--- src/rtl/pipe_ctrl_pkg.sv ---
// Shared types and constants for the pipeline sequencing controller.
//   ctrl_state_e : RUN / MC_WAIT / FLUSH sequencing states
//   REG_IDX_W    : architectural register index width for 32 registers
//   ctrl_out_t   : bundle of the per-cycle pipeline control strobes
package pipe_ctrl_pkg;

   localparam int REG_IDX_W = 5;

   typedef enum logic [1:0] {
      RUN     = 2'd0,
      MC_WAIT = 2'd1,
      FLUSH   = 2'd2
   } ctrl_state_e;

   typedef struct packed {
      logic issue;
      logic stall_if;
      logic bubble_ex;
      logic kill_if;
   } ctrl_out_t;

endpackage

--- src/rtl/reg_scoreboard.sv ---
// Register busy-bit scoreboard.
// Ports:
//   clk, reset            : clock, asynchronous active-high reset (clears all bits)
//   set_en / set_idx      : mark a destination busy (ignored for x0)
//   clr_en / clr_idx      : writeback clear
//   abort_en / abort_idx  : clear for an abandoned multi-cycle op
//   rd_idx_a/b, busy_a/b  : two combinational lookups of the registered bits
//   busy                  : full busy vector
// A set and a clear of the same register in one cycle leaves the bit set.
module reg_scoreboard #(
   parameter int NREGS = 32,
   parameter int IW    = $clog2(NREGS)
) (
   input  logic             clk,
   input  logic             reset,
   input  logic             set_en,
   input  logic [IW-1:0]    set_idx,
   input  logic             clr_en,
   input  logic [IW-1:0]    clr_idx,
   input  logic             abort_en,
   input  logic [IW-1:0]    abort_idx,
   input  logic [IW-1:0]    rd_idx_a,
   input  logic [IW-1:0]    rd_idx_b,
   output logic             busy_a,
   output logic             busy_b,
   output logic [NREGS-1:0] busy
);

   logic [NREGS-1:0] busy_nxt;

   // Clears are applied first so that a same-cycle set overrides them.
   always_comb begin
      busy_nxt = busy;
      if (clr_en)
         busy_nxt[clr_idx] = 1'b0;
      if (abort_en)
         busy_nxt[abort_idx] = 1'b0;
      if (set_en && (set_idx != '0))
         busy_nxt[set_idx] = 1'b1;
      busy_nxt[0] = 1'b0;
   end

   always_ff @(posedge clk or posedge reset) begin
      if (reset)
         busy <= '0;
      else
         busy <= busy_nxt;
   end

   assign busy_a = (rd_idx_a != '0) & busy[rd_idx_a];
   assign busy_b = (rd_idx_b != '0) & busy[rd_idx_b];

endmodule

--- src/rtl/pipe_hazard_ctrl.sv ---
// Pipeline sequencing controller for the IF/ID/EX front end.
// Decides each cycle whether the ID instruction issues, stalls or is flushed,
// kills fetched instructions after a taken jump and blocks issue while a
// multi-cycle op is in flight (with a sticky watchdog error).
// Ports:
//   clk, reset                        : clock, asynchronous active-high reset
//   id_valid, id_rs1/2, id_use_rs1/2  : ID instruction and its sources
//   id_rd, id_we, id_multi, jmp       : destination, write enable, multi-cycle, taken jump
//   wb_valid, wb_rd                   : register file writeback
//   mc_done                           : multi-cycle unit completion pulse
//   issue, stall_if, bubble_ex, kill_if : pipeline control strobes (0 while reset)
//   mc_err                            : sticky watchdog error
//   sb_busy                           : scoreboard busy bits (debug)
// Build option: PIPE_HAZARD_CTRL_WB_BYPASS_EN treats a source being written
// back in the same cycle as not busy (write-through register file).
module pipe_hazard_ctrl #(
   parameter int FLUSH_CYCLES  = 1,
   parameter int MC_MAX_CYCLES = 34,
   parameter int NREGS         = 32
) (
   input  logic                     clk,
   input  logic                     reset,
   input  logic                     id_valid,
   input  logic [$clog2(NREGS)-1:0] id_rs1,
   input  logic [$clog2(NREGS)-1:0] id_rs2,
   input  logic                     id_use_rs1,
   input  logic                     id_use_rs2,
   input  logic [$clog2(NREGS)-1:0] id_rd,
   input  logic                     id_we,
   input  logic                     id_multi,
   input  logic                     jmp,
   input  logic                     wb_valid,
   input  logic [$clog2(NREGS)-1:0] wb_rd,
   input  logic                     mc_done,
   output logic                     issue,
   output logic                     stall_if,
   output logic                     bubble_ex,
   output logic                     kill_if,
   output logic                     mc_err,
   output logic [NREGS-1:0]         sb_busy
);

   import pipe_ctrl_pkg::*;

   localparam int IW  = $clog2(NREGS);
   localparam int MCW = $clog2(MC_MAX_CYCLES + 1);

   localparam logic [1:0] ST_RUN   = RUN;
   localparam logic [1:0] ST_MC    = MC_WAIT;
   localparam logic [1:0] ST_FLUSH = FLUSH;

   logic [1:0]     state;
   logic [2:0]     flush_cnt;
   logic [MCW-1:0] mc_cnt;
   logic [IW-1:0]  mc_rd;
   ctrl_out_t      ctl;

   logic busy1, busy2, byp1, byp2, hazard, wd_fire;

`ifdef PIPE_HAZARD_CTRL_WB_BYPASS_EN
   assign byp1 = wb_valid & (wb_rd == id_rs1);
   assign byp2 = wb_valid & (wb_rd == id_rs2);
`else
   assign byp1 = 1'b0;
   assign byp2 = 1'b0;
`endif

   assign hazard = id_valid & ((id_use_rs1 & busy1 & ~byp1) |
                               (id_use_rs2 & busy2 & ~byp2));

   // Watchdog expiry: the last permitted MC_WAIT cycle passed without mc_done.
   assign wd_fire = (state == ST_MC) & ~mc_done &
                    (mc_cnt == MCW'(MC_MAX_CYCLES - 1));

   always_comb begin
      ctl = '0;
      if (!reset) begin
         case (state)
            ST_RUN: begin
               ctl.issue     = id_valid & ~hazard;
               ctl.stall_if  = id_valid & hazard;
               ctl.bubble_ex = ~(id_valid & ~hazard);
            end
            ST_MC: begin
               ctl.stall_if  = id_valid;
               ctl.bubble_ex = 1'b1;
            end
            ST_FLUSH: begin
               ctl.kill_if   = 1'b1;
               ctl.bubble_ex = 1'b1;
            end
            default: ctl = '0;
         endcase
      end
   end

   assign issue     = ctl.issue;
   assign stall_if  = ctl.stall_if;
   assign bubble_ex = ctl.bubble_ex;
   assign kill_if   = ctl.kill_if;

   always_ff @(posedge clk or posedge reset) begin
      if (reset) begin
         state     <= ST_RUN;
         flush_cnt <= '0;
         mc_cnt    <= '0;
         mc_rd     <= '0;
         mc_err    <= 1'b0;
      end else begin
         case (state)
            ST_RUN: begin
               // A jump takes priority over entering the multi-cycle wait.
               if (ctl.issue && jmp) begin
                  state     <= ST_FLUSH;
                  flush_cnt <= 3'(FLUSH_CYCLES - 1);
               end else if (ctl.issue && id_multi) begin
                  state  <= ST_MC;
                  mc_cnt <= '0;
                  mc_rd  <= id_we ? id_rd : '0;
               end
            end
            ST_MC: begin
               if (mc_done) begin
                  state <= ST_RUN;
               end else if (wd_fire) begin
                  mc_err <= 1'b1;
                  state  <= ST_RUN;
               end else begin
                  mc_cnt <= mc_cnt + 1'b1;
               end
            end
            ST_FLUSH: begin
               if (flush_cnt == '0)
                  state <= ST_RUN;
               else
                  flush_cnt <= flush_cnt - 1'b1;
            end
            default: state <= ST_RUN;
         endcase
      end
   end

   reg_scoreboard #(.NREGS(NREGS), .IW(IW)) u_sb (
      .clk       (clk),
      .reset     (reset),
      .set_en    (ctl.issue & id_we),
      .set_idx   (id_rd),
      .clr_en    (wb_valid),
      .clr_idx   (wb_rd),
      .abort_en  (wd_fire),
      .abort_idx (mc_rd),
      .rd_idx_a  (id_rs1),
      .rd_idx_b  (id_rs2),
      .busy_a    (busy1),
      .busy_b    (busy2),
      .busy      (sb_busy)
   );

endmodule

--- config.mk ---
export PLATFORM = sky130hd
export DESIGN_NAME = pipe_hazard_ctrl
export DESIGN_NICKNAME = d
export VERILOG_FILES = /design/src/rtl/pipe_ctrl_pkg.sv /design/src/rtl/reg_scoreboard.sv /design/src/rtl/pipe_hazard_ctrl.sv
export SDC_FILE = /design/constraint.sdc
export NUM_CORES = 1
export LEC_CHECK = 0
export BUFFER_PORTS_ARGS = -buffer_cell sky130_fd_sc_hd__buf_2
export CORE_UTILIZATION = 50
export DETAILED_ROUTE_END_ITERATION = 12
export GPL_ROUTABILITY_DRIVEN = 0
export GPL_TIMING_DRIVEN = 0
export PLACE_DENSITY = 0.77
export SLEW_MARGIN = 20
export SYNTH_ARGS = -nofsm -noshare
export SYNTH_HDL_FRONTEND = slang
export SYNTH_SLANG_ARGS = --single-unit
--- constraint.sdc ---
create_clock -name clk -period 2.6 [get_ports clk]
set_input_delay 0.26 -clock clk [delete_from_list [all_inputs] [get_ports clk]]
set_output_delay 0.26 -clock clk [all_outputs]
set_load 0.02 [all_outputs]
==> flow_metrics.env <==
export IMPL_status="finished with violations"
export IMPL_synthFlopType="dfrtp_1"
export IMPL_grt_pass1_wl_um=15600
export IMPL_dpl_cell_area_sq_um=3660
export IMPL_syn_area_sq_um=3260
export IMPL_grt_max_degree=35
export IMPL_synth_xor_area_share_pct=0
export IMPL_clock_latency_ns=0.30
export IMPL_drc_errors=0
export IMPL_cts_num_sinks=48
export IMPL_crit_chain="buf_4 -> mux4_2 -> mux2i_1 -> nand3_1 -> o2111ai_4 -> buf_6 -> nand3_2 -> a21oi_2 -> nor3_1 -> buf_2"
export IMPL_rsz0062_at_grt="true"
export IMPL_synthSimpleGateAreaFrac_pct=19.3
export IMPL_drive_gt1_share_pct=34.9
export IMPL_setup_viol=3
export IMPL_r2r_cells=8
export IMPL_total_power_mw=2.83
export IMPL_wl_per_cell_um=20.1
export IMPL_tns_ns=-0.155
export IMPL_yosysUniqueCellTypes=53
export IMPL_die_w_um=82.8
export IMPL_cts_tree="done"
export IMPL_fin_crit_ns=2.67
export IMPL_synth_cells=332
export IMPL_max_freq_ghz=0.374
export IMPL_grtUsageTotal_pct=28.5
export IMPL_cts_buffer_depth=2
export IMPL_worst_setup_path_type="reg -> out"
export IMPL_dr_pass1_iters=5
export IMPL_violations="negative setup slack"
export IMPL_cp_max_fo=5
export IMPL_synth_top_area_share_pct=36.8
export IMPL_ir_drop_uv=539
export IMPL_ios=67
export IMPL_core_area_sq_um=6310
export IMPL_rows=29
export IMPL_syn_nets=370
export IMPL_viasPerCell=6.58
export IMPL_overflow=0
export IMPL_synth_adder_area_share_pct=3.07
export IMPL_layout_setup_ws_ns=-0.0746
export IMPL_yosys_top_cells_count="dfrtp_1 (48), nand2_1 (25), o221ai_1 (25)"
export IMPL_syn_avg_cell_area_sq_um=9.83
export IMPL_leakagePower_nw=1.79
export IMPL_n_antenna_cell=0
export IMPL_start_kind="flip-flop"
export IMPL_synth_top_area_cell="dfrtp_1"
export IMPL_dieArea_sq_um=6860
export IMPL_hpwl_um=6880
export IMPL_drtAntennaViolNets=0
export IMPL_hold_class="in -> reg"
export IMPL_grt_pass1_vias=3077
export IMPL_place_ws_ns=-0.328
export IMPL_arrival_ns=2.41
export IMPL_crit_start="u_sb.busy[13]$_DFF_PP0_"
export IMPL_synthTopCellsByArea="dfrtp_1 (37%), mux4_2 (9.0%), o221ai_1 (6.7%), o31ai_1 (4.1%), nand3_1 (3.5%)"
export IMPL_rrSetupSlack_ns=0.05
export IMPL_h_tree_depth=2
export IMPL_synth_seq_area_share_pct=36.8
export IMPL_yosysMostFrequentCell="dfrtp_1"
export IMPL_yosys_warnings=0
export IMPL_hold_depth=3
export IMPL_clock_root_buffer="clkbuf_8"
export IMPL_synth_compound_area_share_pct=23.7
export IMPL_relSlewSlack_pct=59.2
export IMPL_nNetsFinal=464
export IMPL_wl_um=10100
export IMPL_tightestPinTransition_ns=0.612
export IMPL_synth_seq_cells=48
export IMPL_port_buffers=56
export IMPL_yosys_mux_area_fraction_pct=12.4
export IMPL_path_clk_slew_ns=0.09
export IMPL_critPathMaxStageDelay_ns=0.47
export IMPL_endpoint="bubble_ex"
export IMPL_grt_antenna_before_repair=0
export IMPL_cp_required_ns=2.34
export IMPL_r2r_end="u_sb.busy[8]$_DFF_PP0_"
export IMPL_fin_util_pct=65.3
export IMPL_synth_top_family_by_area="compound AO/OA/AOI/OAI gates"
export IMPL_synth_edf_count=0
export IMPL_r2r_start="u_sb.busy[13]$_DFF_PP0_"
export IMPL_finalMaxSlewViolations=0
export IMPL_fin_area_sq_um=4130
export IMPL_first_iter_violations=354
export IMPL_clock_skew_ns=0.00461
export IMPL_maxCapViolCount=0
export IMPL_synthArstFlopShare_pct=100
export IMPL_cp_end_kind="output port"
export IMPL_syn2layout_area_growth_pct=26.4
export IMPL_finalHoldViolCount=0
export IMPL_die_h_um=82.8
export IMPL_p_per_area_nw_per_um2=686
export IMPL_cts_buffers=5
export IMPL_slowest_stage="mux4_2"
export IMPL_dr_total_vias=3315
export IMPL_post_route_period_util_pct=103
export IMPL_start_util_pct=51.7
==> state kept, by name (all words and copies together) (netlist names) <==
signal     cells
mc_err         1
mc_rd          5
state          2
mc_cnt         6
flush_cnt      3
u_sb.busy     31
==> where the power goes <==
part | internal, mW | total (mW) | switching (mW) | leakage (nW)
Clock | 0.217 | 0.470 | 0.253 | 0.0445
Sequential | 0.884 | 1.04 | 0.155 | 0.653
Combinational | 0.538 | 1.32 | 0.783 | 1.09
==> layout make-up <==
| cell class | instances | area, sq um |
|---|---|---|
| Fill cell | 509 | 2190 |
| Clock inverter | 1 | 7.51 |
| Buffer | 16 | 101 |
| Tap cell | 77 | 96.3 |
| Multi-Input combinational cell | 249 | 2010 |
| Clock buffer | 7 | 86.3 |
| Inverter | 19 | 71.3 |
| Timing Repair Buffer | 87 | 548 |
| Sequential cell | 48 | 1200 |
==> metrics by stage <==
stage / hold slack (ns) / std cells
finish: 0.230 / 504
detailed placement: 0.292 / 466
CTS: 0.223 / 486
global route: 0.251 / 504
global placement: 0.448 / 465
floorplan: 0.405 / 332
==> worst min path at each step <==
stage | startpoint | end | slack [ns]
6_report | id_multi | state[0]$_DFFE_PP0P_ | 0.23
3_5_place_dp | reset | mc_err$_DFFE_PP0P_ | 0.29
5_1_grt | id_rd[1] | mc_rd[1]$_DFFE_PP0P_ | 0.25
3_3_place_gp | mc_err$_DFFE_PP0P_ | mc_err$_DFFE_PP0P_ | 0.45
4_1_cts | id_multi | state[0]$_DFFE_PP0P_ | 0.22
2_1_floorplan | id_rd[0] | mc_rd[0]$_DFFE_PP0P_ | 0.40
==> cells in the final DEF (no fill, tap or decap), types with 4 or more instances in the layout <==
cell type	instances
buf_2	55
dfrtp_1	48
buf_4	29
o221ai_1	25
nand2_1	24
nand3_1	22
o21ai_0	21
nor2_1	20
inv_1	18
o31ai_1	18
mux4_2	13
nand3b_1	10
o22ai_2	8
ha_1	8
nor2b_1	7
mux2i_1	7
nand4_1	7
clkbuf_1	6
clkbuf_8	6
buf_6	5
or3b_2	4
==> cell families after synthesis <==
group,Yosys count
buffers and inverters,35
other,1
AOI/OAI and AO/OA,99
and+or+nand+nor,117
muxes,24
DFF,48
adders and majority gates,8
==> worst max-delay path, delay by kind of cell (launching register included) <==
kind	cells	cell delay, ns
AO/OA/AOI/OAI	2	0.30
AND/OR/NAND/NOR	3	0.28
flip-flops	1	0.39
buffers and inverters	3	0.48
multiplexers	2	0.65
==> layer usage <==
| metal | GRT usage, % | vias up | routed length (um) |
|---|---|---|---|
| li1 | - | 1491 | - |
| met1 | 37.0 | 1583 | 3980 |
| met2 | 46.8 | 206 | 4960 |
| met3 | 6.76 | 35 | 881 |
| met4 | 9.87 | 0 | 286 |
| met5 | 0 | - | 0 |
==> timing repair <==
| action | 4_1_cts | 5_1_grt |
|---|---|---|
| endpoints found under the hold margin | 15 | 0 |
| resized for setup | 13 | 25 |
| setup buffers | 11 | 18 |
| pin swaps | 7 | 11 |
| setup endpoints to repair | 22 | 50 |
| hold buffers | 1 | 0 |
Note: power is estimated with default switching activity, not from simulation.
